**src/rtl/max_unpool_if.sv**
```systemverilog
// Handshake bundle for max_unpool: addressed load port plus a valid/ready output stream.
// The slave modport is the unpooling block; the master modport is the upstream/downstream side.
interface max_unpool_if #(
  parameter int DW = 16,
  parameter int AW = 8
);
  logic          in_valid;
  logic          in_ready;
  logic [DW-1:0] in_data;
  logic [1:0]    in_idx;
  logic [AW-1:0] in_addr;
  logic          out_valid;
  logic          out_ready;
  logic [DW-1:0] out_data;
  logic [AW-1:0] out_row;
  logic [AW-1:0] out_col;
  logic          out_last;
  logic          done;
  logic          addr_err;

  modport slave (
    input  in_valid, in_data, in_idx, in_addr, out_ready,
    output in_ready, out_valid, out_data, out_row, out_col, out_last, done, addr_err
  );

  modport master (
    output in_valid, in_data, in_idx, in_addr, out_ready,
    input  in_ready, out_valid, out_data, out_row, out_col, out_last, done, addr_err
  );
endinterface

```
**src/rtl/max_unpool.sv**
```systemverilog
// Max-unpooling: buffers an N x N pooled map with per-window argmax, then streams the
// 2N x 2N reconstruction row-major, placing each value at its argmax and zero elsewhere.
module max_unpool #(
  parameter int N  = 3,
  parameter int DW = 16,
  parameter int AW = 8
) (
  input  logic clk,
  input  logic reset_n,
  max_unpool_if.slave bus
);

  localparam int WN = N * N;
  localparam int IW = (WN > 1) ? $clog2(WN) : 1;
  localparam logic [AW-1:0] N_AW  = AW'(N);
  localparam logic [AW-1:0] WN_AW = AW'(WN);
  localparam logic [AW-1:0] LAST  = AW'(2 * N - 1);

  localparam logic [1:0] S_LOAD = 2'd0;
  localparam logic [1:0] S_EMIT = 2'd1;
  localparam logic [1:0] S_DONE = 2'd2;

  logic [1:0]    state;
  logic [AW-1:0] load_cnt;
  logic [WN-1:0] vbit;
  logic [DW-1:0] val_mem [WN];
  logic [1:0]    idx_mem [WN];

  logic          valid_q;
  logic [DW-1:0] data_q;
  logic [AW-1:0] row_q;
  logic [AW-1:0] col_q;
  logic          last_q;
  logic          err_q;

  logic          load_fire;
  logic          load_end;
  logic          addr_ok;
  logic [IW-1:0] wr_idx;
  logic          out_fire;

  assign bus.in_ready  = (state == S_LOAD);
  assign bus.done      = (state == S_DONE);
  assign bus.out_valid = valid_q;
  assign bus.out_data  = data_q;
  assign bus.out_row   = row_q;
  assign bus.out_col   = col_q;
  assign bus.out_last  = last_q;
  assign bus.addr_err  = err_q;

  assign load_fire = bus.in_valid && (state == S_LOAD);
  assign addr_ok   = ({1'b0, bus.in_addr} < (AW + 1)'(WN));
  assign wr_idx    = bus.in_addr[IW-1:0];
  // Out-of-range beats still count, so the frame closes after exactly N*N accepted beats.
  assign load_end  = load_fire && ((load_cnt + 1'b1) == WN_AW);
  assign out_fire  = valid_q && bus.out_ready;

  // Coordinate of the beat to present next: (0,0) when leaving LOAD, else the scan successor.
  logic [AW-1:0] sel_r;
  logic [AW-1:0] sel_c;
  logic [AW-1:0] sel_w;
  logic [1:0]    sel_p;
  logic [IW-1:0] sel_i;
  logic          bypass;
  logic [DW-1:0] elem;

  // NOTE: every always_comb output gets a default first so no path can infer a latch.
  always_comb begin
    sel_r = '0;
    sel_c = '0;
    if (state == S_EMIT) begin
      if (col_q == LAST) begin
        sel_r = row_q + 1'b1;
      end else begin
        sel_r = row_q;
        sel_c = col_q + 1'b1;
      end
    end
  end

  assign sel_w  = (sel_r >> 1) * N_AW + (sel_c >> 1);
  assign sel_p  = {sel_r[0], sel_c[0]};
  assign sel_i  = sel_w[IW-1:0];
  // The final load beat may target the very window the first output reads; forward it.
  assign bypass = load_fire && addr_ok && (bus.in_addr == sel_w);

  always_comb begin
    elem = '0;
    if (bypass) begin
      if (bus.in_idx == sel_p) elem = bus.in_data;
    end else if (vbit[sel_i] && (idx_mem[sel_i] == sel_p)) begin
      elem = val_mem[sel_i];
    end
  end

  // NOTE: the value/index buffers have no reset; vbit alone marks which entries are meaningful.
  always_ff @(posedge clk) begin
    if (load_fire && addr_ok) begin
      val_mem[wr_idx] <= bus.in_data;
      idx_mem[wr_idx] <= bus.in_idx;
    end
  end

  // NOTE: sequential state uses non-blocking assignments only, so every flop samples pre-edge values.
  always_ff @(posedge clk or negedge reset_n) begin
    if (!reset_n) begin
      state    <= S_LOAD;
      load_cnt <= '0;
      vbit     <= '0;
      valid_q  <= 1'b0;
      data_q   <= '0;
      row_q    <= '0;
      col_q    <= '0;
      last_q   <= 1'b0;
      err_q    <= 1'b0;
    end else begin
      case (state)
        S_LOAD: begin
          if (load_fire) begin
            load_cnt <= load_cnt + 1'b1;
            if (addr_ok) vbit[wr_idx] <= 1'b1;
            else         err_q        <= 1'b1;
            if (load_end) begin
              state   <= S_EMIT;
              valid_q <= 1'b1;
              data_q  <= elem;
              row_q   <= sel_r;
              col_q   <= sel_c;
              last_q  <= (sel_r == LAST) && (sel_c == LAST);
            end
          end
        end
        S_EMIT: begin
          if (out_fire) begin
            if (last_q) begin
              state   <= S_DONE;
              valid_q <= 1'b0;
              last_q  <= 1'b0;
            end else begin
              data_q <= elem;
              row_q  <= sel_r;
              col_q  <= sel_c;
              last_q <= (sel_r == LAST) && (sel_c == LAST);
            end
          end
        end
        S_DONE: begin
          state    <= S_LOAD;
          load_cnt <= '0;
          vbit     <= '0;
          err_q    <= 1'b0;
        end
        default: state <= S_LOAD;
      endcase
    end
  end

endmodule

```
**src/flat_wrapper.sv**
```systemverilog
// flat-port wrapper written by rule: the top's interface ports become plain ports
module max_unpool_flat 
#(
  parameter int N  = 3,
  parameter int DW = 16,
  parameter int AW = 8
)
  (clk, reset_n, bus_in_valid, bus_in_data, bus_in_idx, bus_in_addr, bus_out_ready, bus_in_ready, bus_out_valid, bus_out_data, bus_out_row, bus_out_col, bus_out_last, bus_done, bus_addr_err);
  max_unpool_if #(.DW(DW), .AW(AW)) bus_i ();
  input  logic clk;
  input  logic reset_n;
  input wire logic [$bits(bus_i.in_valid)-1:0] bus_in_valid;
  input wire logic [$bits(bus_i.in_data)-1:0] bus_in_data;
  input wire logic [$bits(bus_i.in_idx)-1:0] bus_in_idx;
  input wire logic [$bits(bus_i.in_addr)-1:0] bus_in_addr;
  input wire logic [$bits(bus_i.out_ready)-1:0] bus_out_ready;
  output wire logic [$bits(bus_i.in_ready)-1:0] bus_in_ready;
  output wire logic [$bits(bus_i.out_valid)-1:0] bus_out_valid;
  output wire logic [$bits(bus_i.out_data)-1:0] bus_out_data;
  output wire logic [$bits(bus_i.out_row)-1:0] bus_out_row;
  output wire logic [$bits(bus_i.out_col)-1:0] bus_out_col;
  output wire logic [$bits(bus_i.out_last)-1:0] bus_out_last;
  output wire logic [$bits(bus_i.done)-1:0] bus_done;
  output wire logic [$bits(bus_i.addr_err)-1:0] bus_addr_err;
  assign bus_i.in_valid = bus_in_valid;
  assign bus_i.in_data = bus_in_data;
  assign bus_i.in_idx = bus_in_idx;
  assign bus_i.in_addr = bus_in_addr;
  assign bus_i.out_ready = bus_out_ready;
  assign bus_in_ready = bus_i.in_ready;
  assign bus_out_valid = bus_i.out_valid;
  assign bus_out_data = bus_i.out_data;
  assign bus_out_row = bus_i.out_row;
  assign bus_out_col = bus_i.out_col;
  assign bus_out_last = bus_i.out_last;
  assign bus_done = bus_i.done;
  assign bus_addr_err = bus_i.addr_err;
  max_unpool #(.N(N), .DW(DW), .AW(AW)) u_core (.clk(clk), .reset_n(reset_n), .bus(bus_i));
endmodule
```
**config.mk**
```make
export PLATFORM = sky130hd
export DESIGN_NAME = max_unpool_flat
export DESIGN_NICKNAME = d
export VERILOG_FILES = /design/src/rtl/max_unpool_if.sv /design/src/rtl/max_unpool.sv /design/src/flat_wrapper.sv
export SDC_FILE = /design/constraint.sdc
export NUM_CORES = 1
export LEC_CHECK = 0
export CAP_MARGIN = 20
export CORE_MARGIN = 3
export CORE_UTILIZATION = 55
export CTS_CLUSTER_DIAMETER = 150
export DETAILED_ROUTE_END_ITERATION = 16
export GPL_ROUTABILITY_DRIVEN = 0
export GPL_TIMING_DRIVEN = 0
export PLACE_DENSITY = 0.75
export SETUP_SLACK_MARGIN = 0.05
export SLEW_MARGIN = 5
export SYNTH_ARGS = -nofsm -noshare
export SYNTH_HDL_FRONTEND = slang
export SYNTH_SLANG_ARGS = --single-unit
```
**constraint.sdc**
```tcl
create_clock -name clk -period 10.01 [get_ports clk]
set_clock_uncertainty 0.1 [all_clocks]
set_input_delay 2.002 -clock clk [delete_from_list [all_inputs] [get_ports clk]]
set_output_delay 2.002 -clock clk [all_outputs]
set_load 0.1 [all_outputs]
```
==> results of run 1 <==
==> power by group through the flow <==
stage / sequential (mW) / clock [mW] / combinational [mW]
CTS: 1.01 / 0.868 / 0.205
finish: 1.01 / 0.860 / 0.206
floorplan: 1.04 / 0 / 0.125
global route: 1.02 / 0.910 / 0.228
detailed placement: 1.03 / 0 / 0.203
global placement: 1.03 / 0 / 0.194
==> final cells by class <==
type	instances	area [µm²]
plain buffers	40	188
clock buffers	28	614
clock inverters	12	151
fillers	1208	5680
inverters	13	48.8
multi-input cells	444	3460
flip-flops and latches	216	6220
well taps	225	282
repair buffers	74	783
==> critical path, delay by kind of cell (launching register included) <==
kind / cells / cell delay [ns]
and+or+nand+nor: 6 / 0.99
buffers and inverters: 6 / 2.26
DFF: 1 / 0.54
adders and majority gates: 4 / 1.17
AOI/OAI and AO/OA: 4 / 0.70
xor gates and xnor gates: 1 / 0.26
==> logic make-up (layout without fill, tap and decap cells) <==
| logic type | count (synthesis) | in the layout | synth area share, % |
|---|---|---|---|
| adder cells (fa/ha/maj) | 20 | 20 | 2.84 |
| XOR/XNOR | 29 | 29 | 2.57 |
| multiplexers | 70 | 70 | 9.61 |
| buffers and inverters | 53 | 167 | 2.39 |
| AO/OA/AOI/OAI | 135 | 135 | 9.98 |
| flip-flops | 216 | 216 | 62.9 |
| AND/OR/NAND/NOR | 190 | 190 | 9.71 |
==> registers in the layout, summed over array words and instances (netlist names) <==
name                  cells
u_core.bus.addr_err       1
u_core.state              2
u_core.bus.out_last       1
u_core.bus.out_col        8
u_core.bus.out_data      16
u_core.idx_mem           18
u_core.bus.out_row        8
u_core.bus.out_valid      1
u_core.vbit               9
u_core.load_cnt           8
u_core.val_mem          144
==> synth_stat cells, drive strengths merged (15+ instances only) <==
master | number | area (µm²)
nand2 | 59 | 221
a21oi | 19 | 98.9
xnor2 | 15 | 131
mux4 | 19 | 428
o221ai | 15 | 131
buf | 16 | 97.6
edfxtp | 162 | 4860
mux2i | 42 | 420
clkbuf | 24 | 90.1
nand3 | 19 | 95.1
dfrtp | 54 | 1350
nor2 | 44 | 165
a22oi | 16 | 120
nor3 | 16 | 80.1
ha | 16 | 200
a31oi | 20 | 131
o21ai | 37 | 223
==> per-stage QoR <==
step / instance area [µm²] / worst slack, ns / std cells
2_1_floorplan: 9880 / 4.38 / 713
3_3_place_gp: 10800 / 3.21 / 1001
3_5_place_dp: 11000 / 3.97 / 1012
4_1_cts: 11700 / 3.90 / 1052
5_1_grt: 11700 / 3.45 / 1052
6_report: 11700 / 3.84 / 1052
==> worst paths after layout <==
kind / endpoint / start
setup / recovery: u_core.bus.out_data[5]$_DFFE_PN0P_ / u_core.bus.out_col[0]$_DFFE_PN0P_
hold / removal: u_core.vbit[6]$_DFFE_PN0P_ / u_core.vbit[6]$_DFFE_PN0P_
setup reg to reg: u_core.bus.out_data[5]$_DFFE_PN0P_ / u_core.bus.out_col[0]$_DFFE_PN0P_
hold reg to reg: u_core.vbit[6]$_DFFE_PN0P_ / u_core.vbit[6]$_DFFE_PN0P_
max in group asynchronous: u_core.bus.out_data[1]$_DFFE_PN0P_ / reset_n
min in group asynchronous: u_core.load_cnt[6]$_DFFE_PN0P_ / reset_n
==> layer usage <==
layer  share of wire, %  wire length (µm)  global-route usage (%)  up-vias
met4                1.8               420                    5.30        0
met3                7.6              1810                    3.96       41
met5                  0                 0                       0        -
li1                   -                 -                       -     2942
met2                 51             12200                    41.7      307
met1                 40              9470                    33.2     3216
==> cell usage in the layout, fill, tap and decap left out, types with 5 or more instances in the layout <==
master	netlist	layout
a21oi_1	18	18
and3_1	7	7
dfrtp_1	54	54
o221ai_1	15	15
nor3_1	16	14
inv_1	13	13
a22oi_1	16	16
nor2_1	44	37
nor2_2	0	7
nand2_1	59	59
o21ai_0	27	27
o21ai_2	10	10
edfxtp_1	162	162
a31oi_1	19	19
xnor2_1	15	15
buf_8	0	6
ha_1	16	16
nand3_1	19	19
clkbuf_16	0	23
mux4_2	19	19
or3_1	5	5
nor2b_1	6	6
mux2i_1	42	42
buf_2	8	8
clkinv_2	0	5
clkbuf_1	24	27
buf_4	3	6
mux2_2	9	9
nand4_1	10	10
clkdlybuf4s50_1	0	62
xor2_1	14	14
==> results.sh, run 1 <==
export IMPL_outcome="completed"
export IMPL_yosys_warnings=0
export IMPL_io_pin_count=67
export IMPL_rows=48
export IMPL_antennaDiodeCount=0
export IMPL_drv_slew=0
export IMPL_start_util_pct=56.7
export IMPL_drc=0
export IMPL_clock_latency_ns=0.51
export IMPL_hold_viol=0
export IMPL_synth_area_um2=9880
export IMPL_crit_path_max_fanout=10
export IMPL_antenna_found_initial=0
export IMPL_ys_seq_area_share_pct=62.9
export IMPL_vias=6506
export IMPL_crit_slowest_cell="clkbuf_1"
export IMPL_async_flop_share_pct=25.0
export IMPL_min_path_cells=2
export IMPL_syn_avg_cell_area_um2=13.9
export IMPL_cts_repair_resized=0
export IMPL_tns_ns=0
export IMPL_dieHeight_um=140
export IMPL_synth_seq_cells=216
export IMPL_synthDistinctLibCells=63
export IMPL_grt_overflow_total=0
export IMPL_first_global_vias=6579
export IMPL_critPathArrivalTime_ns=6.44
export IMPL_critPathMostFrequentCell="clkbuf_1"
export IMPL_rrSetupSlack_ns=3.84
export IMPL_synth_main_ff_cell="edfxtp_1"
export IMPL_cts_buffers_inserted=23
export IMPL_worst_pin_slew_ns=0.993
export IMPL_synth_cells=713
export IMPL_powerDensity_nw_per_um2=177
export IMPL_slowest_delay_ns=0.57
export IMPL_clk_path_buf_depth=3
export IMPL_syn_to_final_growth_pct=18.8
export IMPL_drt_pre_antenna_iters=5
export IMPL_max_freq_mhz=162
export IMPL_slew_headroom_pct=33.6
export IMPL_p_sw_share_pct=24.5
export IMPL_hold_buffers=0
export IMPL_routedWlPerCell_um=22.7
export IMPL_crit_path_start_kind="flop"
export IMPL_finalNetCount=862
export IMPL_pwr_share_comb_pct=9.9
export IMPL_post_route_min_period_ns=6.17
export IMPL_root_buffer="clkbuf_16"
export IMPL_portBuffers=63
export IMPL_crit_path_end_kind="flop"
export IMPL_htreeDepth=1
export IMPL_final_antenna_net_count=0
export IMPL_cts_tree="built"
export IMPL_totalPowerFinal_mw=2.08
export IMPL_criticalPathCategory="reg -> reg"
export IMPL_crit_chain="ha_1, nor3b_2, and2_1, buf_2, nand2_1, xnor2_1, nand2_1, inv_1, nand2_1, o21ai_0, ha_1, ha_1, fa_1, clkbuf_1, clkbuf_1, or3_1, clkbuf_1, clkbuf_1, o221ai_1, a31oi_1, o21ai_0"
export IMPL_final_layout_size_suffix_gt1_share_pct=14.6
export IMPL_rsz0062_at_grt="false"
export IMPL_hold_ws_ns=0.406
export IMPL_drtIter0Drc=555
export IMPL_setup_viol_count_final=0
export IMPL_max_vdd_ir_drop_mv=0.136
export IMPL_fp_dieW_um=140
export IMPL_postLayoutCoreUtil_pct=67.4
export IMPL_grt_pass1_wl_mm=37.4
export IMPL_vias_per_cell=6.18
export IMPL_period_share_pct=61.6
export IMPL_cts_sinks=216
export IMPL_synth_edff_count=162
export IMPL_maxCapViolCount=0
export IMPL_drt_wl_total_mm=23.9
export IMPL_p_clk_share_pct=41.3
export IMPL_fp_coreArea_um2=17400
export IMPL_leakage_nw=4.12
export IMPL_grtUsageTotal_pct=24.3
export IMPL_worstHoldPathType="reg -> reg"
export IMPL_path_clk_slew_ns=0.06
export IMPL_crit_required_ns=10.28
export IMPL_post_cts_buffers=0
export IMPL_intPower_mw=1.57
export IMPL_synth_nets=763
export IMPL_grt_max_degree=55
export IMPL_power_switching_uw=510
export IMPL_dieArea_um2=19600
export IMPL_seqPwrFrac_pct=48.8
export IMPL_dp_hpwl_mm=15.8
export IMPL_r2r_cells=21
No activity file was read; power rests on OpenSTA's default activity.
==> run 2: changes to the inputs <==
- clock period: 10.01 -> 6.4 ns (I/O delays scaled with it)
==> run 2 against run 1 <==
  * Sequential share of layout area about the same
  * Worst hold slack about the same
  * Worst setup slack lost 3.4 ns
  * Combinational power grew 57%
  * Flip-flop and latch count is the same
  * Count of clock-buffer cells in the layout is the same
  * Die area unchanged
  * Core utilization increased by 0.050 points
  * Final cell count is essentially flat
  * Clock power is 57% higher
  * Critical endpoint unchanged
  * Largest power group unchanged
==> results.sh, run 2 (synthesis gave the netlist of run 1 again) <==
export IMPL_rrSetupSlack_ns=0.46
export IMPL_drt_pre_antenna_iters=5
export IMPL_hold_viol=0
export IMPL_clock_latency_ns=0.52
export IMPL_dp_hpwl_mm=15.8
export IMPL_maxCapViolCount=0
export IMPL_slowest_delay_ns=0.54
export IMPL_multi_input_area_um2=3460
export IMPL_dpl_cell_area_um2=11000
export IMPL_drv_slew=0
export IMPL_portBuffers=63
export IMPL_min_from="u_core.vbit[6]$_DFFE_PN0P_"
export IMPL_critPathArrivalTime_ns=6.21
export IMPL_slew_headroom_pct=33.8
export IMPL_tns_ns=0
export IMPL_cts_tree="built"
export IMPL_clk_path_buf_depth=3
export IMPL_worstReg2RegEnd="u_core.bus.out_data[5]$_DFFE_PN0P_"
export IMPL_worstHoldPathType="reg -> reg"
export IMPL_powerDensity_nw_per_um2=277
export IMPL_final_antenna_net_count=0
export IMPL_r2r_start="u_core.bus.out_col[0]$_DFFE_PN0P_"
export IMPL_dieHeight_um=140
export IMPL_leakage_nw=4.13
export IMPL_crit_path_start_kind="flop"
export IMPL_rsz0062_at_grt="false"
export IMPL_final_common_cell="edfxtp_1"
export IMPL_vias_per_cell=6.18
export IMPL_grt_overflow_total=0
export IMPL_max_freq_mhz=168
export IMPL_drc=0
export IMPL_setup_viol_count_final=0
export IMPL_setup_slack_ns=0.465
export IMPL_place_ws_ns=0.355
export IMPL_routedWlPerCell_um=22.6
export IMPL_criticalPathCategory="reg -> reg"
export IMPL_post_route_min_period_ns=5.94
export IMPL_cts_sinks=216
export IMPL_syn_to_final_growth_pct=18.9
export IMPL_outcome="completed"
export IMPL_largest_reg_flops=144
export IMPL_hold_ws_ns=0.406
export IMPL_rows=48
export IMPL_final_cell_mix="edfxtp_1 (162), clkdlybuf4s50_1 (62), nand2_1 (59)"
export IMPL_antenna_found_initial=0
export IMPL_max_vdd_ir_drop_mv=0.213
export IMPL_cts_buffers_inserted=23
export IMPL_root_buffer="clkbuf_16"
export IMPL_r2r_cells=21
export IMPL_grt_max_degree=55
export IMPL_finalNetCount=863
export IMPL_worst_pin_slew_ns=0.991
export IMPL_fp_dieW_um=140
export IMPL_min_path_cells=2
export IMPL_crit_required_ns=6.67
export IMPL_vias=6508
export IMPL_crit_path_max_fanout=10
export IMPL_path_buf_inv=6
export IMPL_critPathLaunch="u_core.bus.out_col[0]$_DFFE_PN0P_"
export IMPL_postLayoutCoreUtil_pct=67.5
export IMPL_crit_slowest_cell="dfrtp_1"
export IMPL_drtIter0Drc=513
export IMPL_seq_area_um2=6220
export IMPL_min_delay_worst_endpoint="u_core.vbit[6]$_DFFE_PN0P_"
export IMPL_start_util_pct=56.7
export IMPL_antennaDiodeCount=0
export IMPL_crit_chain="ha_1, nor3b_2, and2_1, buf_2, nand2_1, xnor2_1, nand2_1, inv_1, nand2_1, o21ai_0, ha_1, ha_1, fa_1, clkbuf_1, clkbuf_1, or3_1, clkbuf_1, clkbuf_2, o221ai_1, a31oi_1, o21ai_0"
export IMPL_largest_register="u_core.val_mem"
export IMPL_cp_top_family="buffers and inverters"
export IMPL_grtUsageTotal_pct=24.3
export IMPL_fin_area_um2=11700
export IMPL_final_layout_size_suffix_gt1_share_pct=14.9
export IMPL_fp_coreArea_um2=17400
export IMPL_grt_pass1_wl_mm=37.4
export IMPL_path_clk_slew_ns=0.06
export IMPL_crit_path_end_kind="flop"
export IMPL_drt_wl_total_mm=23.8
export IMPL_dieArea_um2=19600
export IMPL_fill_cells=1206
export IMPL_period_share_pct=92.7
export IMPL_htreeDepth=1
export IMPL_first_global_vias=6579
export IMPL_io_pin_count=67
==> run 2: final cells by class <==
type                    instances  share of cell area (%)
plain buffers                  40                    1.61
clock buffers                  28                    5.23
clock inverters                12                    1.29
inverters                      13                   0.415
multi-input cells             444                    29.4
flip-flops and latches        216                    52.9
well taps                     225                    2.40
repair buffers                 75                    6.73
==> run 2: timing repair <==
action | CTS | global route
hold buffers | 0 | 0
resized for setup | 0 | 2
endpoints found under the setup margin | 0 | 12
setup buffers | 0 | 1
==> run 2: tightest hold or removal path, cell delays in order (launching register included) <==
cell,delay [ns]
dfrtp_1,0.34
nor2_1,0.05
nor2_1,0.08
==> run 2: worst max-delay path by stage <==
| stage | depth (start not counted) | endpoint | slack [ns] |
|---|---|---|---|
| 5_1_grt | 18 | u_core.bus.out_data[5]$_DFFE_PN0P_ | 0.17 |
| 4_1_cts | 21 | u_core.bus.out_data[5]$_DFFE_PN0P_ | 0.29 |
| 3_5_place_dp | 22 | u_core.bus.out_data[12]$_DFFE_PN0P_ | 0.36 |
| 6_report | 21 | u_core.bus.out_data[5]$_DFFE_PN0P_ | 0.46 |
| 3_3_place_gp | 7 | u_core.val_mem[4][7]$_DFFE_PP_ | 0.32 |
| 2_1_floorplan | 19 | u_core.bus.out_data[10]$_DFFE_PN0P_ | 0.77 |
==> run 2: through the flow <==
step	power, mW	instances
4_1_cts	3.26	1052
2_1_floorplan	1.82	713
3_3_place_gp	1.91	1001
5_1_grt	3.37	1053
6_report	3.26	1053
3_5_place_dp	1.93	1012
==> run 2: power by group <==
part | leakage, nW | switching (mW) | internal [mW]
logic | 1.57 | 0.218 | 0.105
clock network | 0.380 | 0.539 | 0.807
registers | 2.18 | 0.0419 | 1.55
==> run 2: per-layer routing <==
layer / up-vias / GRT usage, % / routed length [µm]
met5: - / 0 / 0
met4: 0 / 5.30 / 387
met3: 36 / 3.96 / 1560
met2: 269 / 41.7 / 12200
met1: 3260 / 33.2 / 9690
li1: 2943 / - / -
==> run 3: changes to the inputs <==
- ABC_CLOCK_PERIOD_IN_PS: default -> 6400
- CORE_MARGIN: 3 -> 4
==> run 3 against run 2 <==
  * Power shrank 2.3%
  * Clock power fell by 5%
  * First-iteration DRC count down 13%
  * Die area up 2.9%
  * Final cell count barely moved
  * Worst hold slack barely moved
  * Design area fell by 0.47%
  * Routed wire length decreased by 2.7%
  * Via count decreased by 0.72%
  * Combinational power decreased by 1%
  * Sequential share of layout area grew 0.25 points
  * Flip-flop and latch count unchanged
  * Largest cell class unchanged
  * Highest routed layer unchanged
==> results.sh, run 3 (synthesis gave the netlist of run 1 again) <==
export IMPL_outcome="completed"
export IMPL_antennaDiodeCount=0
export IMPL_tns_ns=0
export IMPL_fp_dieW_um=142
export IMPL_syn_to_final_growth_pct=18.3
export IMPL_hold_viol=0
export IMPL_crit_path_start_kind="flop"
export IMPL_multi_input_area_um2=3460
export IMPL_finalNetCount=862
export IMPL_rsz0062_at_grt="false"
export IMPL_seq_area_um2=6220
export IMPL_slew_headroom_pct=33.7
export IMPL_largest_reg_flops=144
export IMPL_route_met2_wl_mm=11.5
export IMPL_path_buf_inv=6
export IMPL_p_clk_share_pct=40.1
export IMPL_fp_coreArea_um2=17500
export IMPL_drc=0
export IMPL_drt_wl_total_mm=23.2
export IMPL_crit_chain="ha_1, nor3b_2, and2_1, buf_2, nand2_1, xnor2_1, nand2_1, inv_1, nand2_1, o21ai_0, ha_1, ha_1, fa_1, clkbuf_1, clkbuf_1, or3_1, clkbuf_1, clkbuf_2, o221ai_1, a31oi_1, o21ai_2"
export IMPL_largest_register="u_core.val_mem"
export IMPL_dieHeight_um=142
export IMPL_top_layer="met4"
export IMPL_seqPwrFrac_pct=49.9
export IMPL_io_pin_count=67
export IMPL_final_common_cell="edfxtp_1"
export IMPL_grt_pass1_wl_mm=36.2
export IMPL_cts_tree="built"
export IMPL_cts_buffers_inserted=23
export IMPL_vias=6461
export IMPL_crit_path_max_fanout=10
export IMPL_portBuffers=63
export IMPL_start_util_pct=56.5
export IMPL_pwr_share_comb_pct=10.0
export IMPL_place_ws_ns=0.363
export IMPL_final_layout_size_suffix_gt1_share_pct=14.6
export IMPL_htreeDepth=1
export IMPL_slowest_delay_ns=0.54
export IMPL_drv_slew=0
export IMPL_setup_viol_count_final=0
export IMPL_postLayoutCoreUtil_pct=66.9
export IMPL_grt_max_degree=55
export IMPL_powerDensity_nw_per_um2=272
export IMPL_grt_overflow_total=0
export IMPL_post_route_min_period_ns=5.94
export IMPL_leakage_nw=4.10
export IMPL_cts_sinks=216
export IMPL_clock_latency_ns=0.52
export IMPL_final_cell_mix="edfxtp_1 (162), clkdlybuf4s50_1 (62), nand2_1 (59)"
export IMPL_root_buffer="clkbuf_16"
export IMPL_crit_path_end_kind="flop"
export IMPL_drt_pre_antenna_iters=5
export IMPL_clk_path_buf_depth=3
export IMPL_rows=48
export IMPL_dp_hpwl_mm=15.5
export IMPL_routedWlPerCell_um=22.0
export IMPL_grtUsageTotal_pct=23.1
export IMPL_totalPowerFinal_mw=3.18
export IMPL_power_switching_uw=796
export IMPL_worst_pin_slew_ns=0.991
export IMPL_path_clk_slew_ns=0.06
export IMPL_worstHoldPathType="reg -> reg"
export IMPL_antenna_found_initial=0
export IMPL_max_freq_mhz=168
export IMPL_maxCapViolCount=0
export IMPL_setup_slack_ns=0.465
export IMPL_wl_met3_mm=1.46
export IMPL_crit_required_ns=6.69
export IMPL_intPower_mw=2.38
export IMPL_p_sw_share_pct=25.0
export IMPL_cp_top_family="buffers and inverters"
export IMPL_first_global_vias=6586
export IMPL_fill_cells=1202
export IMPL_crit_slowest_cell="dfrtp_1"
export IMPL_period_share_pct=92.7
export IMPL_critPathArrivalTime_ns=6.23
export IMPL_max_vdd_ir_drop_mv=0.257
export IMPL_criticalPathCategory="reg -> reg"
export IMPL_vias_per_cell=6.13
export IMPL_final_antenna_net_count=0
export IMPL_drtIter0Drc=446
export IMPL_drt_met1_wl_mm=9.56
export IMPL_dieArea_um2=20200
run 3: cell count changes in the layout (fill, tap and decap cells not counted), moves of 2 or more:
cell,previous run,this run
buf_6,2,4
buf_4,7,5
clkbuf_1,26,29
bufinv_16,3,1
run 3: final cells by class:
type                    count  share of cell area, %
inverters                  13                  0.417
well taps                 225                   2.41
clock inverters            11                  0.856
plain buffers              40                   1.62
multi-input cells         444                   29.6
clock buffers              31                   5.35
repair buffers             74                   6.59
flip-flops and latches    216                   53.2
run 3: worst paths after layout:
path | slack, ns | to | start | cells past startpoint
max reg2reg | 0.46 | u_core.bus.out_data[13]$_DFFE_PN0P_ | u_core.bus.out_col[0]$_DFFE_PN0P_ | 21
max in group asynchronous | 4.96 | u_core.bus.out_col[0]$_DFFE_PN0P_ | reset_n | 1
min reg2reg | 0.41 | u_core.bus.addr_err$_DFFE_PN0P_ | u_core.bus.addr_err$_DFFE_PN0P_ | 2
min in group asynchronous | 0.73 | u_core.load_cnt[3]$_DFFE_PN0P_ | reset_n | 1
min | 0.41 | u_core.bus.addr_err$_DFFE_PN0P_ | u_core.bus.addr_err$_DFFE_PN0P_ | 2
max | 0.46 | u_core.bus.out_data[13]$_DFFE_PN0P_ | u_core.bus.out_col[0]$_DFFE_PN0P_ | 21
run 3: worst register-to-register path, cell delays in order (launching register included):
cell and delay, ns:
dfrtp_1 0.54, ha_1 0.20, nor3b_2 0.28, and2_1 0.22, buf_2 0.24, nand2_1 0.10
xnor2_1 0.28, nand2_1 0.12, inv_1 0.15, nand2_1 0.07, o21ai_0 0.09, ha_1 0.27
ha_1 0.23, fa_1 0.48, clkbuf_1 0.48, clkbuf_1 0.54, or3_1 0.21, clkbuf_1 0.33
clkbuf_2 0.37, o221ai_1 0.19, a31oi_1 0.28, o21ai_2 0.08
run 3: timing repair:
item,CTS,global route
endpoints found under the setup margin,0,12
setup buffers,0,1
hold buffers,0,0
gates resized for setup,0,2
run 3: layer usage:
layer / vias up / global-route usage [%]
li1: 2947 / -
met1: 3213 / 31.4
met2: 251 / 38.4
met3: 50 / 3.56
met4: 0 / 7.78
met5: - / 0
run 3: power groups by stage:
stage / clock [mW] / combinational, mW / sequential (mW)
after floorplan: 0 / 0.196 / 1.63
after global placement: 0 / 0.303 / 1.61
after detailed placement: 0 / 0.316 / 1.61
after CTS: 1.29 / 0.318 / 1.58
after global routing: 1.35 / 0.354 / 1.59
final: 1.28 / 0.319 / 1.59
run 3: per-stage QoR:
stage	area, µm²	cells	hold slack, ns
after floorplan	9880	713	0.362
after global placement	10800	1001	0.379
after detailed placement	11000	1011	0.397
after CTS	11700	1053	0.410
after global routing	11700	1054	0.427
final	11700	1054	0.406
